[config.mk]
export PLATFORM = sky130hd
export DESIGN_NAME = uart_poll_scheduler
export DESIGN_NICKNAME = d
export VERILOG_FILES = /design/src/rtl/uart_poll_scheduler.sv
export SDC_FILE = /design/constraint.sdc
export NUM_CORES = 1
export LEC_CHECK = 0
export CAP_MARGIN = 10
export CELL_PAD_IN_SITES_DETAIL_PLACEMENT = 1
export CELL_PAD_IN_SITES_GLOBAL_PLACEMENT = 1
export CORE_ASPECT_RATIO = 0.5
export CORE_MARGIN = 5
export CORE_UTILIZATION = 25
export DETAILED_ROUTE_END_ITERATION = 8
export MAX_ROUTING_LAYER = met4
export PLACE_DENSITY = 0.67
export SLEW_MARGIN = 20
export SYNTH_ARGS = -nofsm -noshare
export SYNTH_HDL_FRONTEND = slang
export SYNTH_SLANG_ARGS = --single-unit
[constraint.sdc]
create_clock -name clk80MHz -period 3 [get_ports clk80MHz]
set_clock_uncertainty 0.15 [all_clocks]
set_input_delay 0.3 -clock clk80MHz [delete_from_list [all_inputs] [get_ports clk80MHz]]
set_output_delay 0.3 -clock clk80MHz [all_outputs]
set_load 0.05 [all_outputs]
[src/rtl/uart_poll_scheduler.sv]
// Poll scheduler for the RS485 UART channels of the frame builder: request/turnaround/listen
// per enabled channel, writing each response into the shared frame buffer.
module uart_poll_scheduler #(
    parameter int unsigned N_CH        = 5,
    parameter int unsigned RESP_BYTES  = 18,
    parameter logic [7:0]  REQ_CODE    = 8'hA0,
    parameter int unsigned GUARD_CYC   = 16,
    parameter int unsigned TIMEOUT_CYC = 8000
) (
    input  logic                                  clk80MHz,
    input  logic                                  rst,
    input  logic                                  pollStart,
    input  logic [N_CH-1:0]                       chEnable,
    output logic                                  txStart,
    output logic [7:0]                            txByte,
    input  logic                                  txBusy,
    input  logic                                  rxValid,
    input  logic [7:0]                            rxByte,
    output logic [$clog2(N_CH+1)-1:0]             chSel,
    output logic [N_CH-1:0]                       UART_dTX,
    output logic [N_CH-1:0]                       UART_dRX,
    output logic                                  wrEn,
    output logic [$clog2(N_CH*RESP_BYTES)-1:0]    wrAddr,
    output logic [7:0]                            wrData,
    output logic [N_CH-1:0]                       respOk,
    output logic [N_CH-1:0]                       respTimeout,
    output logic                                  busy,
    output logic                                  cycleDone
);
    localparam int unsigned AW = $clog2(N_CH*RESP_BYTES);
    localparam int unsigned IW = $clog2(N_CH+1);
    localparam int unsigned GW = $clog2(GUARD_CYC+1);
    localparam int unsigned TW = $clog2(TIMEOUT_CYC+1);
    localparam int unsigned CW = $clog2(RESP_BYTES+1);

    typedef enum logic [2:0] {
        IDLE, SCAN, DRIVE, SEND, TURN, LISTEN, NEXT, DONE
    } state_t;

    state_t            state;
    logic [N_CH-1:0]   en;
    logic [IW-1:0]     idx;
    logic [GW-1:0]     gcnt;
    logic [TW-1:0]     tcnt;
    logic [CW-1:0]     cnt;

    always_ff @(posedge clk80MHz) begin
        if (rst) begin
            state       <= IDLE;
            en          <= '0;
            idx         <= '0;
            gcnt        <= '0;
            tcnt        <= '0;
            cnt         <= '0;
            txStart     <= 1'b0;
            txByte      <= '0;
            chSel       <= '0;
            UART_dTX    <= '0;
            UART_dRX    <= '0;
            wrEn        <= 1'b0;
            wrAddr      <= '0;
            wrData      <= '0;
            respOk      <= '0;
            respTimeout <= '0;
            busy        <= 1'b0;
            cycleDone   <= 1'b0;
        end else begin
            txStart   <= 1'b0;
            wrEn      <= 1'b0;
            cycleDone <= 1'b0;
            unique case (state)
                IDLE: if (pollStart) begin
                    en          <= chEnable;
                    respOk      <= '0;
                    respTimeout <= '0;
                    busy        <= 1'b1;
                    idx         <= '0;
                    state       <= SCAN;
                end
                SCAN: begin
                    if (idx == IW'(N_CH)) begin
                        state <= DONE;
                    end else if (!en[idx]) begin
                        idx <= idx + IW'(1);
                    end else begin
                        chSel         <= idx + IW'(1);
                        UART_dTX[idx] <= 1'b1;
                        UART_dRX[idx] <= 1'b1;
                        gcnt          <= '0;
                        state         <= DRIVE;
                    end
                end
                DRIVE: begin
                    if (gcnt == GW'(GUARD_CYC-1)) begin
                        txStart <= 1'b1;
                        txByte  <= REQ_CODE + 8'(idx);
                        gcnt    <= '0;
                        state   <= SEND;
                    end else begin
                        gcnt <= gcnt + GW'(1);
                    end
                end
                // The TX core cannot raise txBusy in the txStart cycle, so that cycle is skipped.
                SEND: begin
                    if (gcnt == '0) begin
                        gcnt <= GW'(1);
                    end else if (!txBusy) begin
                        UART_dTX[idx] <= 1'b0;
                        gcnt          <= '0;
                        state         <= TURN;
                    end
                end
                // The cycle txBusy was seen low counts as the first turnaround cycle.
                TURN: begin
                    if (gcnt == GW'(GUARD_CYC-2)) begin
                        UART_dRX[idx] <= 1'b0;
                        tcnt          <= '0;
                        cnt           <= '0;
                        state         <= LISTEN;
                    end else begin
                        gcnt <= gcnt + GW'(1);
                    end
                end
                LISTEN: begin
                    if (rxValid) begin
                        wrEn   <= 1'b1;
                        wrAddr <= AW'(32'(idx) * RESP_BYTES + 32'(cnt));
                        wrData <= rxByte;
                        cnt    <= cnt + CW'(1);
                    end
                    // A final byte arriving on the timeout cycle takes priority.
                    if (rxValid && cnt == CW'(RESP_BYTES-1)) begin
                        respOk[idx] <= 1'b1;
                        state       <= NEXT;
                    end else if (tcnt == TW'(TIMEOUT_CYC-1)) begin
                        respTimeout[idx] <= 1'b1;
                        state            <= NEXT;
                    end else begin
                        tcnt <= tcnt + TW'(1);
                    end
                end
                NEXT: begin
                    chSel <= '0;
                    cnt   <= '0;
                    idx   <= idx + IW'(1);
                    state <= SCAN;
                end
                DONE: begin
                    busy      <= 1'b0;
                    cycleDone <= 1'b1;
                    state     <= IDLE;
                end
                default: state <= IDLE;
            endcase
        end
    end
endmodule

==> impl_metrics.toml <==
[grt]
antenna_found_initial = 0
grt_overflow = 0
grt_max_degree = 53
grt_pass1_vias = 3660
grt_pass1_wl_microns = 19240
grt_usage_pct = 13.09

[sta]
hold_viol_final = 0
fmax_mhz = 412.1
slew_headroom_pct = 48.52
final_max_slew_viol_count = 0
setup_violations = 0
fin_crit_sh_pct = 80.89
tightestPinTransition_ps = 766.3
setup_tns_ps = 0
rsz0062_at_grt = "no"
hold_ws_ps = 306.2
fin_ws_ps = 573.3
fin_crit_ps = 2427

[cts]
cts_resized = 0
cts_tree = "yes"
holdBufCountCts = 0
clockRootBuffer = "clkbuf_16"
numCtsBuffers = 9
htreeDepth = 3
cts.path.max_buffers = 2
postCtsSetupRepairBufs = 0
clk_pin_slew_ps = 70
cts_sinks = 80
clock_latency_ps = 350

[die]
die_h_microns = 98.93
fp.dieW_microns = 187.9
io_pins = 68
rows = 32
die_area_sq_um = 18580
core_sq_um = 15450
start_util_pct = 25.58

[synthesis]
syn-instance-count = 461
ys_top_cells_by_area = "dfxtp_1 (41%), a21oi_1 (5.7%), nor2_1 (5.3%)"
async_flop_share_pct = 0
synth_top_area_share_pct = 40.51
yosysWarnings = 0
synth_ff_type = "dfxtp_1"
synth_top_cell_by_area = "dfxtp_1"
synth_cell_type_count = 71
postSynthAreaPerCell_sq_um = 8.577
synth-edff-count = 0
syn_area_sq_um = 3954
ys_ff_latch = 80
ys_seq_area_share_pct = 40.51

[placed_design]
dp.cells = 712
port_buffers = 64
dpl_cell_area_sq_um = 4777
dp_slack_ps = 560.4
dp_hpwl_microns = 8441
routabilityCongestion = 0.8080

[finish]
multi_input_area_sq_um = 2168
final_common_cell = "dfxtp_1"
finalNonFillerCells = 728
drive_above_1_share_pct = 9.160
antenna_cells = 0
area_growth_pct = 29.21
regArea_sq_um = 1602
final_cell_mix = "dfxtp_1 (80), clkdlybuf4s50_1 (63), nor2_1 (56)"
final_area_sq_um = 5109
post-route-util_pct = 33.06
fillers = 1809
nNetsFinal = 552

[power_and_ir_drop]
power.leakage_nw = 1.824
internal_power_mw = 1.966
ir_drop_uv = 267.0
pwr-share-clk_pct = 45.9
seqPwrFrac_pct = 41.0
p_switching_mw = 0.7744
power_frac_comb_pct = 13.1
total_power_mw = 2.741
power_switching_share_pct = 28.25
cellPowerDensity_nw_per_um2 = 536.5

[setup_path]
crit_chain = "buf_4 -> inv_1 -> ha_1 -> nand3b_1 -> a211oi_1 -> o311a_1 -> a21oi_1 -> a211oi_1"
cpMaxStageDelayCell = "a211oi_1"
path_buf_inv = 2
crit_top_cell = "a211oi_1"
crit_family = "compound AO/OA/AOI/OAI gates"
worstSetupPathType = "reg2reg"
crit_path_end_kind = "flip-flop"
start_kind = "flip-flop"
required_ps = 3100
worstPathArrival_ps = 2520
max_stage_delay_ps = 440
path_max_fanout = 10

[status]
status = "finished clean"

[route]
wl_per_cell_microns = 15.92
postRouteWirelength_microns = 11590
routed-via-count = 3497
drc = 0
via_per_inst = 4.804
drt_iter0_drc = 164
antenna_left = 0
first_pass_iters = 4

[run]
cap_violations = 0

[worst_hold_path]
hp-class = "reg2reg"
## power groups by stage
stage / logic, mW / registers, mW / clock network, mW
3_3_place_gp: 0.351 / 1.15 / 0
3_5_place_dp: 0.358 / 1.15 / 0
6_report: 0.359 / 1.12 / 1.26
5_1_grt: 0.395 / 1.13 / 1.34
2_1_floorplan: 0.227 / 1.17 / 0
4_1_cts: 0.360 / 1.12 / 1.30
## worst reg2reg max path: cells and delay by family (launching register included)
kind,cells,cell delay [ps]
simple gates,1,170
fa+ha+maj,1,240
buf+inv,2,280
flops,1,330
compound gates,4,1150
## synth_stat cells (7+ instances only)
master     n
dfxtp_1   80
nor2_1    56
nand2_1   51
a21oi_1   45
clkbuf_1  16
ha_1      14
mux2i_1   12
o21ai_0   12
xnor2_1   12
a211oi_1  11
inv_1     11
nor3_1    11
nand3_1   10
and3_1     7
## cell families (layout without fill, tap and decap cells)
group	Yosys count	in the layout	synth area share, %
AO/OA/AOI/OAI	109	109	18.73
XOR/XNOR	17	17	3.766
AND/OR/NAND/NOR	186	186	23.73
buffers and inverters	40	101	4.842
other	1	3	0.09485
flip-flops	80	80	40.51
multiplexers	13	13	3.386
adder cells (fa/ha/maj)	15	15	4.937
## path summary, 6_finish.rpt
kind	startpoint	to	slack, ps	depth (start not counted)
setup / recovery	idx[1]	flip-flop	570	8
hold / removal	wrAddr[1]	wrAddr[1]	310	2
setup reg to reg	idx[1]	flip-flop	570	8
hold reg to reg	wrAddr[1]	wrAddr[1]	310	2
## layout make-up
class | count | area share (%)
repair buffers | 74 | 13.91
clock inverters | 7 | 2.082
flip-flops and latches | 80 | 31.35
multi-input cells | 343 | 42.44
clock buffers | 9 | 4.409
well taps | 204 | 4.996
inverters | 11 | 0.8082
## metal layers
| metal | vias to the layer above | routed length (microns) | track usage (%) |
|---|---|---|---|
| met1 | 1695 | 5946 | 17.04 |
| met2 | 46 | 5305 | 20.95 |
| met5 | - | 0 | - |
| li1 | 1750 | - | - |
| met4 | 0 | 78 | 2.875 |
| met3 | 6 | 259 | 2.937 |
(Power assumes the default switching activity.)
